**config.mk**
```make
export PLATFORM = sky130hd
export DESIGN_NAME = stage2_conv_scheduler
export DESIGN_NICKNAME = d
export VERILOG_FILES = /design/src/rtl/stage2_conv_scheduler.sv
export SDC_FILE = /design/constraint.sdc
export NUM_CORES = 1
export LEC_CHECK = 0
export CAP_MARGIN = 20
export CORE_UTILIZATION = 40
export CTS_CLUSTER_DIAMETER = 120
export CTS_CLUSTER_SIZE = 14
export DETAILED_ROUTE_END_ITERATION = 6
export PLACE_DENSITY = 0.64
export SLEW_MARGIN = 30
export SYNTH_ARGS = -nofsm -noshare
export SYNTH_HDL_FRONTEND = slang
export SYNTH_SLANG_ARGS = --single-unit
```
**constraint.sdc**
```tcl
create_clock -name clk -period 8.3 [get_ports clk]
set_input_delay 1.66 -clock clk [delete_from_list [all_inputs] [get_ports clk]]
set_output_delay 1.66 -clock clk [all_outputs]
set_load 0.03 [all_outputs]
```
**src/rtl/stage2_conv_scheduler.sv**
```systemverilog
// rtl/stage2_conv_scheduler.sv - stage-2 convolution sequencer: window issue, channel accumulate, bias/ReLU, output handshake
//
// Walks every output position in raster order. For each position it issues one
// window per input channel to the 5x5 MAC kernel, sums the returned per-channel
// results, adds the frame bias, optionally clamps negatives to zero, and holds
// the finished pixel on a valid/ready port until it is accepted.
//
// Optional feature macro: STAGE2_SCHED_RELU_EN
//   defined   : a negative (acc + bias) is output as 0
//   undefined : the signed sum is output unmodified
//
// Ports:
//   clk, reset_n          clock, asynchronous active-low reset
//   i_start               start-frame pulse, honoured only in IDLE
//   i_abort               synchronous abort, highest priority
//   i_bias                signed frame bias, sampled with i_start
//   o_busy                high in every state except IDLE
//   o_done                one-cycle pulse after the last pixel handshake
//   o_kern_valid          kernel input valid (one cycle per channel window)
//   o_win_x/y/ch          window position and channel for the buffers
//   i_kern_valid/acc      kernel result strobe and signed result
//   o_ot_valid/i_ot_ready output pixel handshake
//   o_ot_data/x/y         signed output pixel and its coordinates
//   o_err                 sticky: kernel result arrived when none was expected

module stage2_conv_scheduler #(
    parameter  int IN_CH  = 3,
    parameter  int OUT_W  = 8,
    parameter  int OUT_H  = 8,
    parameter  int KLAT   = 2,
    parameter  int AK_BW  = 32,
    parameter  int ACC_BW = 36,
    localparam int XW     = (OUT_W > 1) ? $clog2(OUT_W) : 1,
    localparam int YW     = (OUT_H > 1) ? $clog2(OUT_H) : 1,
    localparam int CW     = (IN_CH > 1) ? $clog2(IN_CH) : 1,
    localparam int NW     = $clog2(IN_CH + 1)
) (
    input  logic              clk,
    input  logic              reset_n,
    input  logic              i_start,
    input  logic              i_abort,
    input  logic [AK_BW-1:0]  i_bias,
    output logic              o_busy,
    output logic              o_done,
    output logic              o_kern_valid,
    output logic [XW-1:0]     o_win_x,
    output logic [YW-1:0]     o_win_y,
    output logic [CW-1:0]     o_win_ch,
    input  logic              i_kern_valid,
    input  logic [AK_BW-1:0]  i_kern_acc,
    output logic              o_ot_valid,
    input  logic              i_ot_ready,
    output logic [ACC_BW-1:0] o_ot_data,
    output logic [XW-1:0]     o_ot_x,
    output logic [YW-1:0]     o_ot_y,
    output logic              o_err
);

    // Elaboration-time parameter sanity: the accumulator must hold IN_CH
    // kernel results plus the bias without overflow.
    generate
        if (IN_CH < 1 || OUT_W < 1 || OUT_H < 1 || KLAT < 1 ||
            ACC_BW < AK_BW + $clog2(IN_CH) + 1) begin : g_bad_params
            $error("stage2_conv_scheduler: illegal parameter combination");
        end
    endgenerate

    localparam logic [2:0] S_IDLE  = 3'd0;
    localparam logic [2:0] S_ISSUE = 3'd1;
    localparam logic [2:0] S_DRAIN = 3'd2;
    localparam logic [2:0] S_OUT   = 3'd3;
    localparam logic [2:0] S_DONE  = 3'd4;

    localparam logic [XW-1:0] X_LAST  = XW'(OUT_W - 1);
    localparam logic [YW-1:0] Y_LAST  = YW'(OUT_H - 1);
    localparam logic [CW-1:0] CH_LAST = CW'(IN_CH - 1);
    localparam logic [NW-1:0] N_FULL  = NW'(IN_CH);
    localparam logic [NW-1:0] N_LAST  = NW'(IN_CH - 1);

    logic [2:0]               r_state;
    logic [2:0]               w_state_nxt;
    logic [XW-1:0]            r_x;
    logic [YW-1:0]            r_y;
    logic [CW-1:0]            r_ch;
    logic [NW-1:0]            r_cnt;
    logic signed [ACC_BW-1:0] r_acc;
    logic signed [AK_BW-1:0]  r_bias;
    logic signed [ACC_BW-1:0] r_ot_data;
    logic                     r_err;

    logic signed [ACC_BW-1:0] w_kern_ext;
    logic signed [ACC_BW-1:0] w_bias_ext;
    logic signed [ACC_BW-1:0] w_acc_nxt;
    logic signed [ACC_BW-1:0] w_sum;
    logic signed [ACC_BW-1:0] w_pix;
    logic                     w_collect;
    logic                     w_last_res;
    logic                     w_unexpected;
    logic                     w_handshake;
    logic                     w_last_pos;

    assign w_kern_ext = {{(ACC_BW - AK_BW){i_kern_acc[AK_BW-1]}}, i_kern_acc};
    assign w_bias_ext = {{(ACC_BW - AK_BW){r_bias[AK_BW-1]}}, r_bias};

    // A result is only accepted while windows are outstanding for the
    // current position; anything else is flagged and dropped.
    assign w_collect    = i_kern_valid && (r_state == S_ISSUE || r_state == S_DRAIN)
                          && (r_cnt != N_FULL);
    assign w_unexpected = i_kern_valid && !w_collect;
    assign w_last_res   = w_collect && (r_cnt == N_LAST);

    // The final channel's result is folded in on the same edge that enters
    // OUT, so the pixel is formed from the not-yet-registered accumulator.
    assign w_acc_nxt = r_acc + w_kern_ext;
    assign w_sum     = w_acc_nxt + w_bias_ext;

`ifdef STAGE2_SCHED_RELU_EN
    assign w_pix = w_sum[ACC_BW-1] ? '0 : w_sum;
`else
    assign w_pix = w_sum;
`endif

    assign w_handshake = (r_state == S_OUT) && i_ot_ready;
    assign w_last_pos  = (r_x == X_LAST) && (r_y == Y_LAST);

    always_comb begin
        w_state_nxt = r_state;
        case (r_state)
            S_IDLE: begin
                if (i_start) begin
                    w_state_nxt = S_ISSUE;
                end
            end
            S_ISSUE: begin
                // Results trail issues by at least one cycle, so the last
                // result normally lands in DRAIN; handled here for safety.
                if (w_last_res) begin
                    w_state_nxt = S_OUT;
                end else if (r_ch == CH_LAST) begin
                    w_state_nxt = S_DRAIN;
                end
            end
            S_DRAIN: begin
                if (w_last_res) begin
                    w_state_nxt = S_OUT;
                end
            end
            S_OUT: begin
                if (i_ot_ready) begin
                    w_state_nxt = w_last_pos ? S_DONE : S_ISSUE;
                end
            end
            S_DONE: begin
                w_state_nxt = S_IDLE;
            end
            default: begin
                w_state_nxt = S_IDLE;
            end
        endcase
        if (i_abort) begin
            w_state_nxt = S_IDLE;
        end
    end

    always_ff @(posedge clk or negedge reset_n) begin
        if (!reset_n) begin
            r_state   <= S_IDLE;
            r_x       <= '0;
            r_y       <= '0;
            r_ch      <= '0;
            r_cnt     <= '0;
            r_acc     <= '0;
            r_bias    <= '0;
            r_ot_data <= '0;
            r_err     <= 1'b0;
        end else begin
            r_state <= w_state_nxt;

            // Sticky until reset; abort and restart leave it alone.
            if (w_unexpected) begin
                r_err <= 1'b1;
            end

            if (i_abort) begin
                r_x   <= '0;
                r_y   <= '0;
                r_ch  <= '0;
                r_cnt <= '0;
                r_acc <= '0;
            end else begin
                if (w_collect) begin
                    r_acc <= w_acc_nxt;
                    r_cnt <= r_cnt + NW'(1);
                    if (w_last_res) begin
                        r_ot_data <= w_pix;
                    end
                end

                case (r_state)
                    S_IDLE: begin
                        if (i_start) begin
                            r_bias <= i_bias;
                            r_x    <= '0;
                            r_y    <= '0;
                            r_ch   <= '0;
                            r_cnt  <= '0;
                            r_acc  <= '0;
                        end
                    end
                    S_ISSUE: begin
                        // ch parks on the last channel through DRAIN and
                        // OUT; it is rewound on the output handshake.
                        if (r_ch != CH_LAST) begin
                            r_ch <= r_ch + CW'(1);
                        end
                    end
                    S_OUT: begin
                        if (w_handshake) begin
                            r_acc <= '0;
                            r_cnt <= '0;
                            r_ch  <= '0;
                            if (!w_last_pos) begin
                                if (r_x == X_LAST) begin
                                    r_x <= '0;
                                    r_y <= r_y + YW'(1);
                                end else begin
                                    r_x <= r_x + XW'(1);
                                end
                            end
                        end
                    end
                    default: begin
                    end
                endcase
            end
        end
    end

    // Status and strobes decode directly from state so they reset to 0 and
    // drop the cycle after an abort.
    assign o_busy       = (r_state != S_IDLE);
    assign o_done       = (r_state == S_DONE);
    assign o_kern_valid = (r_state == S_ISSUE);
    assign o_ot_valid   = (r_state == S_OUT);
    assign o_win_x      = r_x;
    assign o_win_y      = r_y;
    assign o_win_ch     = r_ch;
    // Position does not move while in OUT, so it doubles as the pixel tag.
    assign o_ot_x       = r_x;
    assign o_ot_y       = r_y;
    assign o_ot_data    = r_ot_data;
    assign o_err        = r_err;

endmodule

```
Word level (Yosys, flattened, before mapping)
Cells that the tools add are included.
Widths: inputs -> output; s select.
{"block": "word_totals", "latchBits": 0, "rom_bits": 0, "ramBits": 0, "elab_cells": 86, "ff_bits": 118, "memories": 0, "input_bits": 70, "out_inout_bits": 55}
{"block": "classes", "eq_ne": 18, "n_mul": 0, "shift": 0, "n_addsub": 6, "mux": 34, "magnitude_cmp": 0, "n_reduce_logical": 18, "n_div": 0, "bitwise": 1}
{"operator": "$mux 36", "count": 4}
{"operator": "$add 36x32->36", "count": 2}
{"operator": "$pmux 36 s2", "count": 1}
{"operator": "$mux 3", "count": 16}
{"operator": "$mux 2", "count": 8}
{"operator": "$ne 3x2->1 const B", "count": 4}
{"operator": "$pmux 3 s2", "count": 2}
{"operator": "$pmux 3 s4", "count": 1}
{"operator": "$reduce_and 4->1", "count": 3}
{"operator": "$eq 3x3->1 const B", "count": 3}
{"operator": "$ne 3x3->1 const B", "count": 3}
{"operator": "$add 3x1->3 const B", "count": 2}
{"operator": "$eq 3x2->1 const B", "count": 2}
{"operator": "$logic_and 1x1->1", "count": 6}
{"operator": "$pmux 2 s3", "count": 1}
{"operator": "$reduce_and 3->1", "count": 2}
{"operator": "$reduce_bool 3->1", "count": 2}
{"operator": "$reduce_and 5->1", "count": 1}
{"operator": "$add 2x1->2 const B", "count": 2}
{"operator": "$eq 2x2->1 const B", "count": 2}
{"operator": "$ne 2x2->1 const B", "count": 2}
{"operator": "$ne 4x2->1 const B", "count": 1}
{"operator": "$pmux 2 s2", "count": 1}
{"operator": "$reduce_bool 4->1", "count": 1}
{"operator": "5 further kinds", "count": 5}

Longest topological paths before layout
Gate-level depths: netlist (run 1).
{"block": "logic_depth", "ltp_word": 8, "ltp_mapped": 24, "ltp_nobuf": 24}

Least setup slack after synthesis (run 1)
No wires, ideal clock.
{"block": "synth_path", "path_type": "in2reg", "start": "in i_kern_acc[0]", "end": "reg r_ot_data[34], in the netlist o_ot_data[34]", "slack_ns": 2.315, "setup_time_ns": 0.129, "arrival_time_ns": 5.855, "cell_stages": 23, "path_cell_list": "ha_1 > inv_1 > fa_1 > nor2b_1 > o21a_1 > o21ai_1 > a31o_2 > a31oi_1 > a31oi_1 > o21bai_1 > a21oi_1 > xnor2_1 > ha_1 > a21oi_1 > o21bai_1 > a311oi_1 > o21bai_1 > o41ai_4 > o21ai_2 > or4_1 > a31oi_2 > xor2_1 > o21ai_1"}
{"block": "synth_between", "elab_chain_len": 2}
{"element": "start: declaration", "line": "50", "source": "input logic [AK_BW-1:0] i_kern_acc,"}
{"element": "$add 36x32->36", "line": "114", "source": "assign w_acc_nxt = r_acc + w_kern_ext;"}
{"element": "$add 36x32->36", "line": "115", "source": "assign w_sum = w_acc_nxt + w_bias_ext;"}
{"element": "end signal: assignment", "line": "195", "source": "r_ot_data <= w_pix;"}
{"element": "end: declaration", "line": "88", "source": "logic signed [ACC_BW-1:0] r_ot_data;"}
Every way passes these cells.
A chain may end at the register's enable or synchronous reset.

Worst setup path after layout (run 1)
Same ends and word-level chain as after synthesis.

==> impl_results.md, run 1 <==
- Status: completed
- Placed cell area: between 9000 and 10000 µm²
- Fin Clk Skew: roughly 0.0075 ns
- Synth Area in Adders: about 12%
- Clock net sink count: 118
- Die span in y: between 100 and 150 µm
- Most frequent CP cell: o21bai_1
- CTS root buf: clkbuf_16
- Final Net Count: 1159
- Post-Synth XOR/XNOR Area: approximately 7.2%
- Post-synth ARST share: 100%
- First-pass GRT wire length: 33.6 mm
- Max Cap Viol: 0
- Share of post-route cells with drive strength above 1: under 10%
- Worst setup EP type: flip-flop
- Slew Limit Fails: 0
- Area of the die: roughly 21000 µm²
- Critical Path Slowest Stage Cell: clkdlybuf4s50_1
- Final Instance Area: between 10000 and 15000 µm²
- Starting Density: between 40 and 50%
- Post-cts gate resize count: 0
- Worst path arrival time: 6.81 ns
- Synth Area in Compound Gates: roughly 22%
- EDFF count, synth: 0
- Register area share after synthesis: between 30 and 40%
- Syn Nets: about 1100
- RSZ-0062 raised after global routing: no
- Port Buffers: between 100 and 150
- Final Setup Violations: 0
- CTS tree: done
- Yosys warns: 0
- Commonest cells after routing, fill and taps aside: nand2_1 (128), clkdlybuf4s50_1 (123), dfrtp_1 (118)
- Synth top area cells: dfrtp_1 (36%), ha_1 (12%), nand2_1 (5.9%)
- CTS Buf Count: 17
- All-layer global routing usage: 21.1%
- DR WL/cell: about 16 µm
- Diode count: 0
- Mux cell area share after synthesis: under 10%
- Slowest stage delay, CP: approximately 0.48 ns
- Largest net degree at the start of global routing: between 70 and 80
- Cell Pwr Density: around 380 nW/µm²
- H-Tree Depth: 4
- Post-DP HPWL: around 15 mm
- WL final: around 20 mm
- Crit share post-route: about four fifths
- Critical Path Fanout Max: 4
- Vias in the first global route: approximately 6600
- Total gr overflow: 0
- Largest family of logic cells by synthesized area: compound AO/OA/AOI/OAI gates
- DRT iter0 DRCs: 430
- Hold Crit Class: reg2reg
- Die Wd: approximately 140 µm
- Lkg Pwr: about 4.6 nW
- Kind of critical path: in2reg
- Avg Cell Area, Syn: between 9 and 10 µm²
- Final hold vios: 0
- Critical path required time: 8.57 ns
- DRC viols: 0
- Post-synthesis instance total: about 900
- Vias per cell: about 5.3
- Area Growth Syn to Fin: 24.9%
- Distinct cells, synth: 67
- Area leader, netlist: dfrtp_1
- Mapped cell area: 8150 µm²
- Worst Max-Slew Pin Slew: around 0.87 ns
- Post-route ant nets: 0
- Pre-antenna DRT Iters: 4
- CP cell instances: clkdlybuf4s50_1 -> ha_1 -> inv_1 -> fa_1 -> nor2b_1 -> o21a_1 -> o21ai_1 -> a31o_2 -> a31oi_1 -> a31oi_1 -> o21bai_1 -> a21oi_1 -> xnor2_1 -> ha_1 -> a21oi_1 -> o21bai_1 -> a311oi_1 -> o21bai_1 -> o41ai_4 -> o21ai_2 -> or4_1 -> a31oi_2 -> xor2_1 -> o21ai_1
- # hold bufs at CTS: 0
- Synth top area share: 36.2%
- Crit path launch type: input pin
- I/O pin count: between 100 and 150
- Period minus WS final: between 6 and 7 ns
- Initial antenna violation count: 0
- Reg clk slew, reported paths: 0.06 ns
- Power Total: about 0.0039 W
- Setup bufs post-CTS: 0
- Most used DFF post-synth: dfrtp_1
- Most common cell after layout, fill and taps aside: nand2_1
- DR vias: approximately 6800
- Clock Latency Late Sink: approximately 0.42 ns
- Cell row count: 51
- Fill cells: about 1900
- Yosys reg bits: roughly 120
- Clock Path Buffers: 2
- Slew margin rel.: a little over two fifths
- Highest clock rate: 153 MHz
- Final TNS setup: 0 ns
- Maximum vdd ir drop: roughly 0.24 mV
- Simple-gate portion of the synthesized area: between 10% and 20%
- Placer's final routability congestion estimate: about 0.89
- Core area: a little under 20000 µm²
[metrics by stage]
step / hold WS [ns] / worst slack (ns) / utilization [%] / instances
5_1_grt: 0.502 / 1.38 / 51.6 / 1287
4_1_cts: 0.484 / 1.79 / 51.6 / 1287
6_report: 0.477 / 1.77 / 51.6 / 1287
3_5_place_dp: 0.464 / 1.37 / 48.6 / 1255
3_3_place_gp: 0.459 / 1.41 / 48.6 / 1255
2_1_floorplan: 0.471 / 2.32 / - / 902
[cells in the mapped netlist, types with 24 or more instances]
cell type / instances
dfrtp_1: 118
o21ai_0: 58
xnor2_1: 43
ha_1: 78
xor2_1: 24
inv_1: 27
mux2_2: 33
clkbuf_1: 29
nand2_1: 128
a21o_1: 27
a21oi_1: 86
nor2_1: 53
[worst max-delay path, delay by kind of cell]
family                     cells  cell delay, ns
AOI/OAI and AO/OA             15            2.75
xor gates and xnor gates       2            0.40
adders and majority gates      3            0.92
buffers and inverters          2            0.54
and+or+nand+nor                2            0.55
[cells by family after synthesis]
group           Yosys count
mux                      36
buf+inv                  67
flops                   118
simple gates            259
fa+ha+maj                80
compound gates          275
xor+xnor                 67
[report_power, final]
part | internal, W | switching, W
Clock | 0.000470 | 0.000277
Sequential | 0.000752 | 0.000127
Combinational | 0.000953 | 0.00131
Total | 0.00218 | 0.00171
[path summary, 6_finish.rpt]
kind	slack, ns	startpoint	end	cells past startpoint
max in group asynchronous	5.95	reset_n	o_ot_data[31]	2
min in group asynchronous	1.27	reset_n	o_ot_data[1]	1
worst min register to register	0.48	o_ot_data[2]	o_ot_data[2]	2
worst min-delay path	0.48	o_ot_data[2]	o_ot_data[2]	2
worst max-delay path	1.77	i_kern_acc[0]	o_ot_data[34]	24
worst max register to register	3.15	r_acc[0]	o_ot_data[34]	23
[per-layer routing]
layer / vias up / GRT usage (%) / share of wire, %
met5: - / 0 / 0
met4: 0 / 6.43 / 1.5
met3: 24 / 3.82 / 4.1
met2: 134 / 33.1 / 45
met1: 3187 / 29.4 / 49
li1: 3445 / - / -
[state kept, by name, indices dropped and copies added (netlist names)]
| signal | cells |
|---|---|
| o_ot_data | 36 |
| o_ot_y | 3 |
| o_err | 1 |
| o_win_ch | 2 |
| r_cnt | 2 |
| r_state | 3 |
| r_acc | 36 |
| o_ot_x | 3 |
| r_bias | 32 |
[layout make-up]
class / count / area, µm² / share of cell area [%]
clock buffer: 19 / 433 / 4.26
clock inverter: 13 / 158 / 1.55
inverter: 27 / 101 / 0.996
multi-input combinational: 717 / 4920 / 48.4
sequential: 118 / 2950 / 29.0
tap: 265 / 332 / 3.26
timing repair buffer: 128 / 1270 / 12.5
(Power assumes the default switching activity.)
==> run 2, diff against run 1 <==
PLACE_DENSITY = 0.67   (was 0.64)
clock period = 5.8 ns   (was 8.3 ns; I/O delays follow)
==> impl_results.md, run 2 (synthesized netlist as in run 1, its figures left out) <==
- Pre-antenna DRT Iters: 5 (+1)
- Min-delay src: o_ot_data[13]
- Area of the die: 20900 µm² (unchanged)
- Period minus WS final: ~5.5 ns
- H-Tree Depth: 4 (unchanged)
- Clock Latency Late Sink: 0.43 ns (about the same)
- Most common cell after layout, fill and taps aside: nand2_1
- Final Setup Violations: 0 (unchanged)
- Area Growth Syn to Fin: 36.7%
- Maximum vdd ir drop: 0.308 mV (+29%)
- CP startpoint: i_kern_acc[12]
- Lkg Pwr: 5.12 nW (+12%)
- DR WL/cell: 15.6 µm (-1.7%)
- I/O pin count: 125 (unchanged)
- Diode count: 0 (unchanged)
- Crit share post-route: 95.3%
- Commonest cells after routing, fill and taps aside: nand2_1 (128), clkdlybuf4s50_1 (121), dfrtp_1 (118)
- Starting Density: 41.3% (unchanged)
- Hold Crit Class: reg2reg
- Critical Path Fanout Max: 4 (unchanged)
- Final Net Count: 1269 (+9.5%)
- Reg2Reg Setup Slack: 0.87 ns (-2.28 ns)
- Post-route ant nets: 0 (unchanged)
- Cell Pwr Density: 562 nW/µm² (+47%)
- Power Total: 0.00626 W (+61%)
- Die span in y: 145 µm (unchanged)
- Total gr overflow: 0 (unchanged)
- Highest clock rate: 181 MHz
- CTS root buf: clkbuf_16
- Initial antenna violation count: 1 (+1)
- Hold depth: 2 (unchanged)
- Kind of critical path: in2reg
- Largest net degree at the start of global routing: 76 (+5.6%)
- DRC viols: 0 (unchanged)
- Cell row count: 51 (unchanged)
- Port Buffers: 124 (unchanged)
- DR vias: 7307 (+7.6%)
- DRT iter0 DRCs: 372 (-13%)
- Worst r2r path cells: 23 (unchanged)
- Slew Limit Fails: 0 (unchanged)
- Post-DP HPWL: 16.0 mm (+6.3%)
- CTS Buf Count: 17 (unchanged)
- Worst Max-Slew Pin Slew: 0.870 ns (-0.00220 ns)
- Placer's final routability congestion estimate: 0.937 (+4.8%)
- Worst r2r src: r_acc[0]
- Reg clk slew, reported paths: 0.05 ns (about the same)
- Vias in the first global route: 7063 (+7.6%)
- Clock Path Buffers: 2 (unchanged)
- Die Wd: 145 µm (unchanged)
- Critical path required time: 6.10 ns (-2.47 ns)
- Vias per cell: 5.23 (-0.86%)
- Status: completed
- First-pass GRT wire length: 35.2 mm (+4.9%)
- Worst setup EP type: flip-flop
- Final TNS setup: 0 ns (unchanged)
- All-layer global routing usage: 22.0% (+0.94 points)
- Final hold vios: 0 (unchanged)
- Share of post-route cells with drive strength above 1: 19.4% (+11 points)
- Fin Clk Skew: 0.0107 ns (+0.00321 ns)
- Crit path launch type: input pin
- Slew margin rel.: 41.9% (about the same)
- CTS tree: done
- Max Cap Viol: 0 (unchanged)
- WL final: 21.8 mm (+6.7%)
- Fin util: 56.5% (+4.9 points)
- Core area: 19700 µm² (unchanged)
- Worst path arrival time: 5.83 ns (-0.98 ns)
- Clock net sink count: 118 (unchanged)
## run 2: changes by cell type in the layout (fill, tap and decap cells not counted), moves of 3 or more
cell	before	now
buf_4	4	114
a21oi_1	86	80
a21oi_2	1	7
a31oi_1	10	7
a31oi_4	0	3
clkinvlp_4	1	4
ha_1	78	75
## run 2: final cells by class
| class | count | area (µm²) |
|---|---|---|
| fill | 1762 | 8580 |
| inverter | 27 | 101 |
| clock inverter | 11 | 101 |
| clock buffer | 21 | 460 |
| tap | 265 | 332 |
| multi-input combinational | 717 | 5090 |
| sequential | 118 | 2950 |
| timing repair buffer | 238 | 2100 |
## run 2: critical path: stages
cell             delay (ns)
clkdlybuf4s50_1        0.43
ha_1                   0.34
a211oi_1               0.34
o21ai_0                0.18
a31o_2                 0.28
a31oi_4                0.17
o211a_1                0.21
buf_4                  0.12
xnor2_1                0.19
ha_1                   0.35
a21o_1                 0.21
a311oi_2               0.28
o21bai_2               0.14
o41ai_4                0.37
o21ai_2                0.10
or4_1                  0.48
a31oi_2                0.21
xor2_1                 0.17
o21ai_1                0.08
## run 2: worst paths after layout
check	end
max in group asynchronous	o_ot_data[28]
worst min-delay path	o_ot_data[13]
min in group asynchronous	o_ot_data[1]
worst max register to register	o_ot_data[34]
worst max-delay path	o_ot_data[34]
worst min register to register	o_ot_data[13]
## run 2: what timing repair did
action	CTS	global route
endpoints found under the setup margin	0	8
gates resized for setup	0	36
buffers inserted	0	8
hold buffers	0	0
## run 2: stage by stage
| stage | worst slack (ns) | hold slack (ns) | instances | cell area [µm²] |
|---|---|---|---|---|
| floorplan | 0.315 | 0.471 | 902 | 8150 |
| detailed placement | -0.339 | 0.470 | 1357 | 10300 |
| global placement | -0.304 | 0.461 | 1357 | 10300 |
| global route | -0.0177 | 0.506 | 1397 | 11100 |
| finish | 0.270 | 0.473 | 1397 | 11100 |
| CTS | 0.0660 | 0.482 | 1389 | 10900 |
## run 2: power by group
group	internal, W	switching [W]
sequential	0.00108	0.000183
clock	0.000611	0.000408
combinational	0.00190	0.00209
total	0.00358	0.00268
## run 2: routing by layer
layer  share of wire (%)  vias to the layer above  wire length (µm)  GRT usage (%)
met4                 1.6                        0               338           7.70
met1                  48                     3450             10400           30.0
met3                 4.8                       25              1050           4.44
li1                    -                     3673                 -              -
met5                   0                        -                 0              0
met2                  46                      159              9940           34.6
